[src/rtl/gain_shift_saturate.sv]
// gain_shift_saturate
// I/Q amplitude correction behind the CORDIC core. Each sample is multiplied
// by an unsigned Q0.GW gain, shifted left, optionally rounded half-up, and
// saturated to OW bits. There are three pipeline stages, all gated by ce:
//   S1  full-precision product.  Shift and round mode are captured here with
//       the sample.
//   S2  shift, add the rounding constant, and floor-divide by 2^GW.
//   S3  clamp to OW bits, produce per-sample flags, and update the sticky
//       flag and the event counter.
// The same X/Y datapath is generated once per channel.
module gain_shift_saturate #(
  parameter int IW   = 12,
  parameter int OW   = 12,
  parameter int GW   = 32,
  parameter int SW   = 3,
  parameter int CNTW = 16
) (
  input  logic            clk,
  input  logic            rst,
  input  logic            ce,
  input  logic            in_valid,
  input  logic [IW-1:0]   x_in,
  input  logic [IW-1:0]   y_in,
  input  logic [GW-1:0]   gain,
  input  logic [SW-1:0]   shift,
  input  logic            round_en,
  input  logic            sat_clr,
  output logic            out_valid,
  output logic [OW-1:0]   x_out,
  output logic [OW-1:0]   y_out,
  output logic            sat_x,
  output logic            sat_y,
  output logic            sat_sticky,
  output logic [CNTW-1:0] sat_count
);

  // Channel 0 is X and channel 1 is Y.
  localparam int NCH = 2;
  // Width of the signed product of the sample and the zero-extended gain.
  localparam int PW  = IW + GW + 1;
  // Width of the shifted and rounded value. It is sized so that it cannot
  // overflow at the maximum shift.
  localparam int TW  = IW + GW + (1 << SW) + 1;
  // Width of the value left after the fractional bits are dropped.
  localparam int VW  = TW - GW;

  // Half an LSB of the output, in product units.
  localparam logic [TW-1:0] RND_HALF = {{(TW-GW){1'b0}}, 1'b1, {(GW-1){1'b0}}};
  localparam logic [OW-1:0] OUT_MAX  = {1'b0, {(OW-1){1'b1}}};
  localparam logic [OW-1:0] OUT_MIN  = {1'b1, {(OW-1){1'b0}}};

  logic [NCH-1:0][IW-1:0] smp_in;
  logic [NCH-1:0][OW-1:0] out_all;
  logic [NCH-1:0]         sat_all;
  logic [NCH-1:0]         ovf_all;

  assign smp_in = {y_in, x_in};

  // ---------------------------------------------------------------------
  // Valid bits and per-sample controls that travel with the data.
  // ---------------------------------------------------------------------
  logic          v1_q, v1_d;
  logic          v2_q, v2_d;
  logic          v3_q, v3_d;
  logic [SW-1:0] shift1_q, shift1_d;
  logic          round1_q, round1_d;

  // Advance valids and captured controls only on ce. Otherwise they hold.
  always_comb begin
    v1_d     = v1_q;
    v2_d     = v2_q;
    v3_d     = v3_q;
    shift1_d = shift1_q;
    round1_d = round1_q;
    if (ce) begin
      v1_d     = in_valid;
      v2_d     = v1_q;
      v3_d     = v2_q;
      shift1_d = shift;
      round1_d = round_en;
    end
  end

  // Control pipeline registers. An asynchronous reset discards in-flight samples.
  always_ff @(posedge clk or posedge rst) begin
    if (rst) begin
      v1_q     <= 1'b0;
      v2_q     <= 1'b0;
      v3_q     <= 1'b0;
      shift1_q <= '0;
      round1_q <= 1'b0;
    end else begin
      v1_q     <= v1_d;
      v2_q     <= v2_d;
      v3_q     <= v3_d;
      shift1_q <= shift1_d;
      round1_q <= round1_d;
    end
  end

  // ---------------------------------------------------------------------
  // Per-channel arithmetic.
  // ---------------------------------------------------------------------
  genvar gi;
  generate
    for (gi = 0; gi < NCH; gi++) begin : gen_ch
      logic signed [PW-1:0] p_q, p_d;
      logic signed [VW-1:0] v_q, v_d;
      logic [OW-1:0]        o_q, o_d;
      logic                 sat_q, sat_d;
      logic signed [TW-1:0] t_shl;
      logic [TW-1:0]        t_sum;
      logic                 ovf;
      // Only the carry out of the fractional bits matters. The fraction
      // itself is discarded.
      logic                 unused_t_frac;

      // S1: signed sample times gain, with the gain treated as a non-negative value.
      always_comb begin
        p_d = p_q;
        if (ce) begin
          p_d = $signed({{(PW-IW){smp_in[gi][IW-1]}}, smp_in[gi]}) *
                $signed({{(PW-GW){1'b0}}, gain});
        end
      end

      // S2: sign-extend, shift left, add the half-LSB when rounding, then
      // keep the integer part. Taking the upper bits of a two's-complement
      // value is a floor.
      always_comb begin
        t_shl = {{(TW-PW){p_q[PW-1]}}, p_q} <<< shift1_q;
        t_sum = t_shl + (round1_q ? RND_HALF : '0);
        v_d   = v_q;
        if (ce) begin
          v_d = t_sum[TW-1:GW];
        end
      end

      assign unused_t_frac = ^t_sum[GW-1:0];

      // The value fits in OW bits only if every bit from the OW-1 sign
      // position upward is the same.
      assign ovf = ~((&v_q[VW-1:OW-1]) | ~(|v_q[VW-1:OW-1]));

      // S3: clamp to the OW-bit range. The flag is qualified by valid so
      // that bubbles never report saturation.
      always_comb begin
        o_d   = o_q;
        sat_d = sat_q;
        if (ce) begin
          if (ovf) begin
            o_d = v_q[VW-1] ? OUT_MIN : OUT_MAX;
          end else begin
            o_d = v_q[OW-1:0];
          end
          sat_d = v2_q & ovf;
        end
      end

      // Per-channel data registers for all three stages.
      always_ff @(posedge clk or posedge rst) begin
        if (rst) begin
          p_q   <= '0;
          v_q   <= '0;
          o_q   <= '0;
          sat_q <= 1'b0;
        end else begin
          p_q   <= p_d;
          v_q   <= v_d;
          o_q   <= o_d;
          sat_q <= sat_d;
        end
      end

      assign out_all[gi] = o_q;
      assign sat_all[gi] = sat_q;
      assign ovf_all[gi] = ovf;
    end
  endgenerate

  // ---------------------------------------------------------------------
  // Sticky flag and saturation event counter.
  // ---------------------------------------------------------------------
  logic            sticky_q, sticky_d;
  logic [CNTW-1:0] cnt_q, cnt_d;
  logic            sat_evt;

  // One event per valid sample entering S3 that clamps on either channel.
  assign sat_evt = ce & v2_q & (|ovf_all);

  // A clear wins over a same-cycle event and works even while ce is low.
  // The counter stops at its maximum value instead of wrapping.
  always_comb begin
    sticky_d = sticky_q;
    cnt_d    = cnt_q;
    if (sat_clr) begin
      sticky_d = 1'b0;
      cnt_d    = '0;
    end else if (sat_evt) begin
      sticky_d = 1'b1;
      if (!(&cnt_q)) begin
        cnt_d = cnt_q + 1'b1;
      end
    end
  end

  // Status registers.
  always_ff @(posedge clk or posedge rst) begin
    if (rst) begin
      sticky_q <= 1'b0;
      cnt_q    <= '0;
    end else begin
      sticky_q <= sticky_d;
      cnt_q    <= cnt_d;
    end
  end

  assign out_valid  = v3_q;
  assign x_out      = out_all[0];
  assign y_out      = out_all[1];
  assign sat_x      = sat_all[0];
  assign sat_y      = sat_all[1];
  assign sat_sticky = sticky_q;
  assign sat_count  = cnt_q;

endmodule

[config.mk]
export PLATFORM = sky130hd
export DESIGN_NAME = gain_shift_saturate
export DESIGN_NICKNAME = d
export VERILOG_FILES = /design/src/rtl/gain_shift_saturate.sv
export SDC_FILE = /design/constraint.sdc
export NUM_CORES = 2
export LEC_CHECK = 0
export BUFFER_PORTS_ARGS = -buffer_cell sky130_fd_sc_hd__buf_2
export CORE_ASPECT_RATIO = 0.75
export CORE_MARGIN = 1.5
export CORE_UTILIZATION = 36
export CTS_CLUSTER_DIAMETER = 30
export DETAILED_ROUTE_END_ITERATION = 7
export PLACE_DENSITY = 0.57
export SLEW_MARGIN = 25
export SYNTH_ARGS = -nofsm -noshare
export SYNTH_HDL_FRONTEND = slang
export SYNTH_SLANG_ARGS = --single-unit
[constraint.sdc]
create_clock -name clk -period 5.1 [get_ports clk]
set_clock_uncertainty 0.15 [all_clocks]
set_input_delay 1.53 -clock clk [delete_from_list [all_inputs] [get_ports clk]]
set_output_delay 1.53 -clock clk [all_outputs]
set_load 0.01 [all_outputs]
# Word-level counts from Yosys, hierarchy flattened
# Index checks and enable logic that the tools add are counted.
# word_totals
in_bits	65
regBits	182
elab_cells	51
out_inout_bits	44
# op_classes
mux	10
bitwise_logic	10
n_eq_ne	1
addsub	3
reduce_logical	8
n_shift	2
mul	2
# op_table
cell	n
<<< shifter 53 x 3 -> 53 bit	2
multiplier 12 x 33 -> 45 bit	2
adder 53 x 32 -> 53 bit	1
adder 53 bit	1
2-to-1 mux 12 bit	4
2-to-1 mux 16 bit	3
2-to-1 mux 32 bit	1
AND reduction 10 bit	2
OR reduction 10 bit	2
adder 16 x 1 -> 16 bit, second input constant	1
AND reduction 16 bit	1
AND 1 bit	4
inverter 1 bit	4
2-to-1 mux 1 bit	2
!= test 2 bit, second input constant	1
bitwise OR 1 bit	2
AND reduction 2 bit	1
nonzero test 2 bit	1
OR reduction 2 bit	1

# Longest topological paths before layout
# logic_depth
ltp_word	8
mapped_depth	22

# Worst setup path before layout
# No wires, ideal clock.
# synth_path
path_type	input to register
start	input port gain[20]
end	register gen_ch[1].p_q[37]
setup_time_ns	0.125
setup_slack_ns	-1.795
path_stages	19
path_buffers	1
arrival_time_ns	6.620
cell_sequence	clkbuf_1 > nand2_1 > fa_1 > fa_1 > inv_1 > fa_1 > fa_1 > inv_1 > fa_1 > inv_1 > ha_1 > nand4_1 > or3_1 > a211o_1 > o22ai_1 > o31ai_1 > o311ai_0 > xor2_1 > mux2_2
# synth_between
elab_chain_cells	1
# synth_rtl
element	line_no	text
start: declaration	24	input logic [GW-1:0] gain,
multiplier 12 x 33 -> 45 bit	122	p_d = $signed({{(PW-IW){smp_in[gi][IW-1]}}, smp_in[gi]}) *
end signal: assignment	168	p_q <= p_d;
end: declaration	107	logic signed [PW-1:0] p_q, p_d;
# No other way between the ends.
# A chain may end at the register's enable or synchronous reset.

# Worst setup path after layout
# layout_path
start	input port gain[12]
end	register gen_ch[0].p_q[34]
# layout_between
elab_chain_cells	1
# layout_rtl
element	line_no
multiplier 12 x 33 -> 45 bit	122
end signal: assignment	168
end: declaration	107
# No other way between the ends.

==> flow_summary.ini <==
[timing]
fin_ws_ns = -1.29
rsz0062_at_grt = yes
relSlewSlack = 0.385
finalHoldViolations = 0
tns_ns = -47.14
clock.fmax_mhz = 157
period_share = 1.25
drv_slew = 0
worst_pin_slew_ns = 0.921
finalSetupViolCount = 42
min_period_ns = 6.39

[yosys]
netlist_area_sq_um = 31700
async_reset_ff_frac = 1.00
ys.flop_type = dfrtp_1
synthDistinctLibCells = 85
synthCells = 3546
synth_nets = 4438
ys_seq_area_frac = 0.106
synth_warnings = 0
yosys_register_bits = 134
syn_avg_cell_area_sq_um = 8.93
synth-edff-count = 0

[die]
num_io_pins = 109
core-area_sq_um = 86500
die_width_um = 345
num_rows = 93
die_y_um = 260
start_util = 0.366
die-area_sq_um = 89700

[cells_and_area]
layout_common_cells = 696 x inv_1, 566 x nand2_1, 559 x fa_1
regArea_sq_um = 3360
final_common_cell = inv_1
stdcell_count = 5075
final_area_sq_um = 40500
antenna_cells = 0
nFillCells = 8083
fin_nets = 4814
syn2layout_area_growth_pct = 28.0
drive_gt1_frac = 0.263
multi_input_area_sq_um = 26700

[grt]
antenna_found_initial = 0
grt_max_degree = 118
grt_pass1_vias = 25600
grt-ovfl-total = 0
grt_usage = 0.196
grt_pass1_wl_um = 140000

[routing]
drt_iter0_markers = 1482
wl_um = 86700
ant_nets = 0
via_count = 24900
viasPerCell = 4.90
drcViolationCount = 0
wire_per_inst_um = 17.1
firstDrtPassIters = 5

[critical_path]
crit_required_ns = 5.33
cp_slowest_cell = fa_1
critPathKind = in2reg
cp-start-kind = input pin
crit_arrival_ns = 6.62
regToRegEndpoint = gen_ch[0].v_q[17]
endpoint = gen_ch[0].p_q[34]
rr_worst_depth = 9
reg2reg_slack_ns = 1.61
path_common_cell = fa_1
cpPeakStageDelay_ns = 0.54
crit_path_start = gain[12]
reg2reg_from = shift1_q[1]
end_kind = flop
worstPathCellList = buf_12, buf_8, and2_4, fa_1, fa_1, fa_1, fa_1, inv_1, fa_1, inv_2, ha_4, nand4_1, nor2_4, nand4_1, o211ai_1, or2_4, a311oi_4, buf_4, or4_1, nand3_1
critPathMaxFanout = 14

[clock_network]
insertion_delay_ns = 0.44
cts.clk_slew.worst_paths_ns = 0.06
ctsRootBufferMaster = clkbuf_16
clock_path_buffers = 2
cts_inserted_buffers = 17
cts_tree = built
h-tree-depth = 4
clock-sinks = 134

[job]
drv_cap = 0

[outcome]
violations = setup timing
outcome = finished, violations left

[place]
io_buffers = 108
place_ws_ns = -2.07
placed_cells = 4950
place.gp.congestion = 0.867
dpl.hpwl_um = 67500
place_area_sq_um = 36700

[worst_hold_path]
hold_path.class = reg2reg
==> critical path, delay by kind of cell <==
kind,cells,cell delay [ns]
and+or+nand+nor,7,1.51
adders and majority gates,6,2.81
AOI/OAI and AO/OA,2,0.25
buffers and inverters,5,0.51
==> state kept, by name, summed over array words and instances, names as in the netlist <==
| register | cells |
|---|---|
| gen_ch.v_q | 42 |
| sat_sticky | 1 |
| y_out | 12 |
| sat_x | 1 |
| v2_q | 1 |
| gen_ch.p_q | 42 |
| x_out | 12 |
| shift1_q | 3 |
| sat_count | 16 |
| v1_q | 1 |
| sat_y | 1 |
| round1_q | 1 |
| out_valid | 1 |
==> metal layers <==
| metal | vias to the layer above | track usage | wire [um] |
|---|---|---|---|
| met3 | 57 | 0.0288 | 4600 |
| li1 | 11700 | - | - |
| met2 | 562 | 0.296 | 37000 |
| met4 | 0 | 0.0324 | 1350 |
| met5 | - | 0 | 0 |
| met1 | 12600 | 0.299 | 43700 |
==> metrics by stage <==
step	hold WS [ns]	util
floorplan	0.302	-
global placement	0.325	0.424
detailed placement	0.326	0.424
CTS	0.344	0.459
global route	0.364	0.469
finish	0.341	0.469
==> cell usage after synthesis, types with 37 or more instances <==
master,n,area share
and2_1,179,0.035
inv_1,727,0.086
mux2_2,58,0.021
nor2_1,137,0.016
o21ai_0,56,0.0089
ha_1,229,0.091
xnor2_1,37,0.010
a21o_1,37,0.0088
dfrtp_1,134,0.11
a21oi_1,108,0.017
clkbuf_1,168,0.020
fa_1,598,0.38
xor2_1,37,0.010
nand2_1,627,0.074
==> how the worst min path moves through the flow <==
stage | cells past startpoint | from | slack (ns) | end
after CTS | 1 | sat_x | 0.34 | sat_x
after global routing | 2 | gen_ch[0].v_q[3] | 0.36 | gen_ch[0].v_q[3]
after global placement | 1 | sat_x | 0.33 | sat_x
after floorplan | 2 | gen_ch[0].v_q[3] | 0.30 | gen_ch[0].v_q[3]
after detailed placement | 1 | sat_x | 0.33 | sat_x
final | 1 | sat_x | 0.34 | sat_x
==> logic make-up after synthesis <==
logic type | count (synthesis) | share of synthesized area
DFF | 134 | 0.106
AOI/OAI and AO/OA | 338 | 0.0698
buffers and inverters | 921 | 0.112
muxes | 127 | 0.0591
adders and majority gates | 827 | 0.469
xor gates and xnor gates | 74 | 0.0205
and+or+nand+nor | 1125 | 0.164
==> cell type report <==
class                   count  share of cell area
well taps                1140              0.0352
repair buffers            547               0.138
flip-flops and latches    134              0.0828
clock inverters            14             0.00488
repair inverters            2            0.000247
multi-input cells        2491               0.660
inverters                 729              0.0681
clock buffers              18              0.0106
==> what timing repair did <==
action | CTS | global route
pin swaps | 166 | 105
setup buffers | 57 | 24
cloned | 21 | 5
gates resized for setup | 372 | 147
setup endpoints to repair | 42 | 42
hold buffers | 0 | 0
Power is left out: the tool's default activity adds up to more than one toggle a clock period on the data nets, which glitch-free logic cannot reach.
